**src/rtl/fifo_pop_stream.sv**
```systemverilog
// fifo_pop_stream: drains a fifo_v3-style pop interface into a registered
// valid/ready stream through a 2-entry skid buffer (head + skid).
// Ports:
//   clk_i, rst_ni            clock, async active-low reset
//   clr_i                    sync clear: drop held entries, zero data regs
//   flush_i                  sync flush: drop held entries, keep data regs
//   fifo_empty_i/fifo_data_i FIFO empty flag and head data
//   fifo_pop_o               pop the FIFO head this cycle (no ready_i path)
//   valid_o/ready_i/data_o   outgoing stream
//   occupancy_o              entries held internally (0..2)
module fifo_pop_stream #(
   parameter int unsigned DATA_WIDTH = 32,
   parameter type         dtype      = logic [DATA_WIDTH-1:0]
) (
   input  logic       clk_i,
   input  logic       rst_ni,
   input  logic       clr_i,
   input  logic       flush_i,
   input  logic       fifo_empty_i,
   input  dtype       fifo_data_i,
   output logic       fifo_pop_o,
   output logic       valid_o,
   input  logic       ready_i,
   output dtype       data_o,
   output logic [1:0] occupancy_o
);

   typedef enum logic [1:0] {
      ST_EMPTY = 2'd0,
      ST_ONE   = 2'd1,
      ST_TWO   = 2'd2
   } state_e;

   state_e state_q, state_d;
   dtype   head_q, head_d;
   dtype   skid_q, skid_d;
   logic   hs;

   // State and data registers
   always_ff @(posedge clk_i or negedge rst_ni) begin
      if (!rst_ni) begin
         state_q <= ST_EMPTY;
         head_q  <= '0;
         skid_q  <= '0;
      end else begin
         state_q <= state_d;
         head_q  <= head_d;
         skid_q  <= skid_d;
      end
   end

   // Next state, data movement and output decode
   always_comb begin
      state_d     = state_q;
      head_d      = head_q;
      skid_d      = skid_q;
      valid_o     = 1'b0;
      occupancy_o = 2'd0;

      unique case (state_q)
         ST_ONE:  begin valid_o = 1'b1; occupancy_o = 2'd1; end
         ST_TWO:  begin valid_o = 1'b1; occupancy_o = 2'd2; end
         default: begin valid_o = 1'b0; occupancy_o = 2'd0; end
      endcase

      // Pop only looks at held-entry count, never at the sink's ready
      fifo_pop_o = ~fifo_empty_i & (state_q != ST_TWO) & ~flush_i & ~clr_i;
      hs         = valid_o & ready_i;

      if (clr_i) begin
         state_d = ST_EMPTY;
         head_d  = '0;
         skid_d  = '0;
      end else if (flush_i) begin
         state_d = ST_EMPTY;
      end else begin
         unique case (state_q)
            ST_EMPTY: begin
               if (fifo_pop_o) begin
                  state_d = ST_ONE;
                  head_d  = fifo_data_i;
               end
            end
            ST_ONE: begin
               if (hs && fifo_pop_o) begin
                  head_d = fifo_data_i;
               end else if (hs) begin
                  state_d = ST_EMPTY;
               end else if (fifo_pop_o) begin
                  state_d = ST_TWO;
                  skid_d  = fifo_data_i;
               end
            end
            ST_TWO: begin
               if (hs) begin
                  state_d = ST_ONE;
                  head_d  = skid_q;
               end
            end
            default: state_d = ST_EMPTY;
         endcase
      end
   end

   assign data_o = head_q;

`ifndef SYNTHESIS
   a_no_pop_when_empty: assert property (@(posedge clk_i) disable iff (!rst_ni)
      fifo_pop_o |-> !fifo_empty_i);
   a_stream_stable: assert property (@(posedge clk_i) disable iff (!rst_ni)
      (valid_o && !ready_i && !flush_i && !clr_i) |=> (valid_o && $stable(data_o)));
   a_legal_state: assert property (@(posedge clk_i) disable iff (!rst_ni)
      state_q inside {ST_EMPTY, ST_ONE, ST_TWO});
`endif

endmodule

```
**config.mk**
```make
export PLATFORM = sky130hd
export DESIGN_NAME = fifo_pop_stream
export DESIGN_NICKNAME = d
export VERILOG_FILES = /design/src/rtl/fifo_pop_stream.sv
export SDC_FILE = /design/constraint.sdc
export NUM_CORES = 1
export LEC_CHECK = 0
export CAP_MARGIN = 0
export CORE_ASPECT_RATIO = 0.9
export CORE_MARGIN = 4
export CORE_UTILIZATION = 30
export DETAILED_ROUTE_END_ITERATION = 6
export GPL_TIMING_DRIVEN = 0
export SETUP_SLACK_MARGIN = 0.15
export SYNTH_ARGS = -nofsm -noshare
export SYNTH_HDL_FRONTEND = slang
export SYNTH_SLANG_ARGS = --single-unit
```
**constraint.sdc**
```tcl
create_clock -name clk_i -period 2.3 [get_ports clk_i]
set_clock_uncertainty 0.05 [all_clocks]
set_input_delay 0.345 -clock clk_i [delete_from_list [all_inputs] [get_ports clk_i]]
set_output_delay 0.345 -clock clk_i [all_outputs]
set_load 0.005 [all_outputs]
```
Word level (Yosys, flattened, before mapping)

Index checks and enable logic that the tools add are counted.

Register bits after elaboration: 66
Logic and storage cells: 53
Output and inout bits: 36

Reductions and logical operators: 9
Eq/ne operators: 13
Bitwise logic cells: 7
Multiplexer cells: 21

Operators with widths:

| kind                                          | count |
|---|---|
| two-way mux 32 bit                            | 10 |
| one-hot mux 32 bit (3 select lines)           | 1 |
| two-way mux 2 bit                             | 7 |
| != test 4 bit, second input constant          | 3 |
| AND reduction 5 bit                           | 2 |
| != test 3 bit, second input constant          | 3 |
| != test 2 bit, second input constant          | 4 |
| one-hot mux 2 bit (3 select lines)            | 1 |
| != test 5 bit, second input constant          | 1 |
| AND 1 bit                                     | 4 |
| one-hot mux 2 bit (2 select lines)            | 1 |
| AND reduction 4 bit                           | 1 |
| nonzero test 2 bit                            | 2 |
| nonzero test 4 bit                            | 1 |
| NOT 1 bit                                     | 3 |
| == test 2 x 1 -> 1 bit, second input constant | 1 |
| == test 2 bit, second input constant          | 1 |
| zero test 2 bit                               | 1 |
| OR reduction 2 bit                            | 1 |
| logical AND 1 bit                             | 1 |
| two-way mux 1 bit                             | 1 |

Logic depth before layout (Yosys ltp)

Depth after elaboration: 10
Gate-level depth with buffers: 9
Gate-level depth less buffers: 6

Worst setup path after synthesis

OpenSTA, ideal clock, no wires.

Kind: register to register
From: register state_q[0]
To: register head_q (netlist bit data_o[10])
Setup time: 125 ps
Stages on the path, launching flop included: 8
Path buffers: 1
Path slack: 96 ps
Data arrival time: 2029 ps
Cell sequence: dfrtp_1 > inv_1 > ha_1 > or4_4 > o21ai_2 > o211ai_4 > buf_6 > mux2_4

Word-level cells in the longest chain between the ends: 7

RTL lines:

| element                                                   | line   | RTL |
|---|---|---|
| start, declared                                           | 34     | `state_e state_q, state_d;` |
| start signal, assigned                                    | 46     | `state_q <= state_d;` |
| == test 2 bit, or another cell as far along               | 60, 77 |  |
| OR reduction 2 bit (no line) or AND 1 bit (tied branches) | -      |  |
| two-way mux 1 bit or AND 1 bit (tied branches)            | 60, 67 |  |
| AND 1 bit, on equally long branches                       | 68, 67 |  |
| logical AND 1 bit                                         | 85     | `if (hs && fifo_pop_o) begin` |
| != test 3 bit (no line)                                   | -      |  |
| AND reduction 5 bit (no line)                             | -      |  |
| end signal, assigned                                      | 43     | `head_q <= '0;` |
| end signal, assigned                                      | 47     | `head_q <= head_d;` |
| end, declared                                             | 35     | `dtype head_q, head_d;` |

Parallel ways exist; a longest one is shown, timed or not. The select of a mux whose other input is x is not followed.
A chain may end at the register's enable or synchronous reset.

Worst setup path after layout

From: input port flush_i
To: output port fifo_pop_o

Word-level cells in the longest chain between the ends: 3

RTL lines:

| element                | line | RTL |
|---|---|---|
| start, declared        | 18   | `input logic flush_i,` |
| NOT 1 bit              | 67   | `fifo_pop_o = ~fifo_empty_i & (state_q != ST_TWO) & ~flush_i & ~clr_i;` |
| AND 1 bit (2 in a row) | 67   |  |
| end, declared          | 21   | `output logic fifo_pop_o,` |

Every way passes these cells.

==> metrics.cfg <==
[status]
status=finished clean

[timing]
final_max_slew_viol_count=0
hold_violations=0
relSlewSlack=0.425
setup_viol=0
clock.fmax_mhz=476
period_share=0.913
tightestPinTransition_ps=863
min_period_ps=2100
rsz0062_at_grt=true

[worst_setup_path]
required_ps=1900
r2r-start=state_q[0]$_DFFE_PN0P_
crit_type=primary input to primary output
end_kind=primary output
critPathMaxFanout=6
cp_cell_sequence=clkdlybuf4s50_1 > or4_4 > inv_1 > dlygate4sd2_1
max_stage_delay_ps=560
crit_path_start=flush_i
critPathSlowestCell=or4_4
crit_arrival_ps=1710
cp-start-kind=primary input

[power]
switching_share=0.232
clkPwrFrac=0.430
seq_power_share=0.437
leakage_uw=0.00193
combPwrFrac=0.133
vdd_drop_max_uv=362
power_uw=2800
p_per_area_mw_per_mm2=609
p_int_uw=2150
p_sw_uw=650

[synthesis]
ys_seq_area_frac=0.506
synth_top_area_frac=0.506
synth-seq-cells=66
synth_flop_cell=dfrtp_1
yosysTopAreaCell=dfrtp_1
synth_edf_count=0
syn-cell-area_sq_mm=0.00327
syn_area_per_cell_sq_um=10.3
synthArstFlopShare=1.00
syn-num-nets=361
syn_inst=318
synthDistinctLibCells=30
yosys_warnings=0
synth_area_leaders=dfrtp_1 51%, mux2i_1 9.8%, nand2_1 7.6%

[grt]
antenna_found_initial=0
grt_pass1_vias=2745
grt.overflow.total=0
grt_max_degree=67
grt_use_total=0.141
grt_pass1_wl_mm=14.2

[clocking]
cts.sinks=66
clockBufferDepth=2
clk_pin_slew_ps=60
cts_tree=built
ctsHoldBuffers=0
cts_buffers=9
htree_num_levels=3
root_buffer=clkbuf_16
clock_latency_ps=320

[floorplan]
start_util=0.313
num_io_pins=74
die-area_sq_mm=0.0126
core_area_sq_mm=0.0104
die_w_microns=118
die_y_microns=107
fp-row-count=35

[placed_design]
gp_congestion=0.778
io_buffers=73
dpl.hpwl_mm=5.75
place_inst=520

[layout]
most-common-layout-cells=69 x clkdlybuf4s50_1, 66 x dfrtp_1, 65 x nand2_1
area_growth_pct=40.7
layout.cells.non_filler=546
layout.nets=457
drive_above_1_share=0.170
layout_commonest_cell=clkdlybuf4s50_1
antennaDiodeCount=0

[drt]
drt-initial-drc-count=120
vias=2574
drc=0
detail-route-antenna-nets=0
routed_wirelength_mm=8.29
drt_pass1_iterations=4
avgRoutedWirePerCell_microns=15.2
vias_per_cell=4.71

[job]
cap_violations=0

[min_path]
hold_path_class=primary input to async pin

==> per-layer routing <==
layer,routed length (microns),GRT usage,up-vias
met4,104,0.0427,0
li1,-,-,1275
met3,510,0.0385,11
met1,3790,0.184,1225
met5,0,0,-
met2,3880,0.228,63
==> cells in the mapped netlist (2+ instances only) <==
cell and count:
o21ai_0 2, nor3_1 2, ha_1 5, o2bb2ai_1 17
clkbuf_1 15, nand2b_1 2, or3_1 3, nor2b_1 17
mux2_2 6, nor2_1 17, nand2_1 66, mux2_4 10
inv_1 4, mux2i_1 32, dfrtp_1 66, a21oi_1 34
buf_2 5, a21boi_0 3
==> timing repair <==
action,in CTS,in global routing
setup buffers,6,6
setup endpoints to repair,59,59
pin swaps,2,3
resized for setup,12,29
==> worst paths after layout <==
check / slack, ps / cells after the start / endpoint
max: 200 / 4 / fifo_pop_o
min: 70 / 1 / data_o[0]$_DFFE_PN0P_
max reg2reg: 210 / 8 / data_o[27]$_DFFE_PN0P_
min reg2reg: 440 / 1 / data_o[25]$_DFFE_PN0P_
max in group asynchronous: 1540 / 1 / data_o[31]$_DFFE_PN0P_
min in group clk_i: 440 / 1 / data_o[25]$_DFFE_PN0P_
==> through the flow <==
stage | setup TNS, ps | area (sq um) | worst slack, ps | hold WS (ps) | utilization
detailed placement | -10960 | 4170 | -465 | 423 | 0.400
CTS | 0 | 4500 | 55.1 | 121 | 0.432
global placement | -107630 | 4170 | -1470 | 425 | 0.400
global route | 0 | 4590 | 129 | 156 | 0.441
finish | 0 | 4590 | 199 | 73.2 | 0.441
floorplan | 0 | 3280 | 182 | -0.591 | -
==> flip-flops by register name, indices dropped and copies added (netlist names) <==
register / cells
data_o: 32
skid_q: 32
state_q: 2
==> area by class of cell <==
type,count,area [sq um]
Inverter,4,15.0
Timing Repair Buffer,85,822
Clock inverter,3,17.5
Multi-Input combinational cell,227,1560
Tap cell,129,161
Clock buffer,11,243
Buffer,21,120
Sequential cell,66,1650
Fill cell,1019,5830
==> worst max-delay path, delay by kind of cell <==
kind / cells / cell delay (ps)
AND/OR/NAND/NOR: 1 / 560
buffers and inverters: 3 / 800
==> kinds of logic after synthesis <==
| family | count (synthesis) | synth area share |
|---|---|---|
| AND/OR/NAND/NOR | 112 | 0.152 |
| multiplexers | 48 | 0.165 |
| adder cells (fa/ha/maj) | 5 | 0.0192 |
| buffers and inverters | 25 | 0.0329 |
| AO/OA/AOI/OAI | 62 | 0.126 |
| flip-flops | 66 | 0.506 |
==> power groups by stage <==
stage               Clock, uW  Sequential (uW)  Combinational, uW
finish                   1200             1220                372
global route             1290             1230                412
CTS                      1230             1220                363
detailed placement          0             1240                350
global placement            0             1240                349
floorplan                   0             1240                142
No activity file was read; power rests on OpenSTA's default activity.
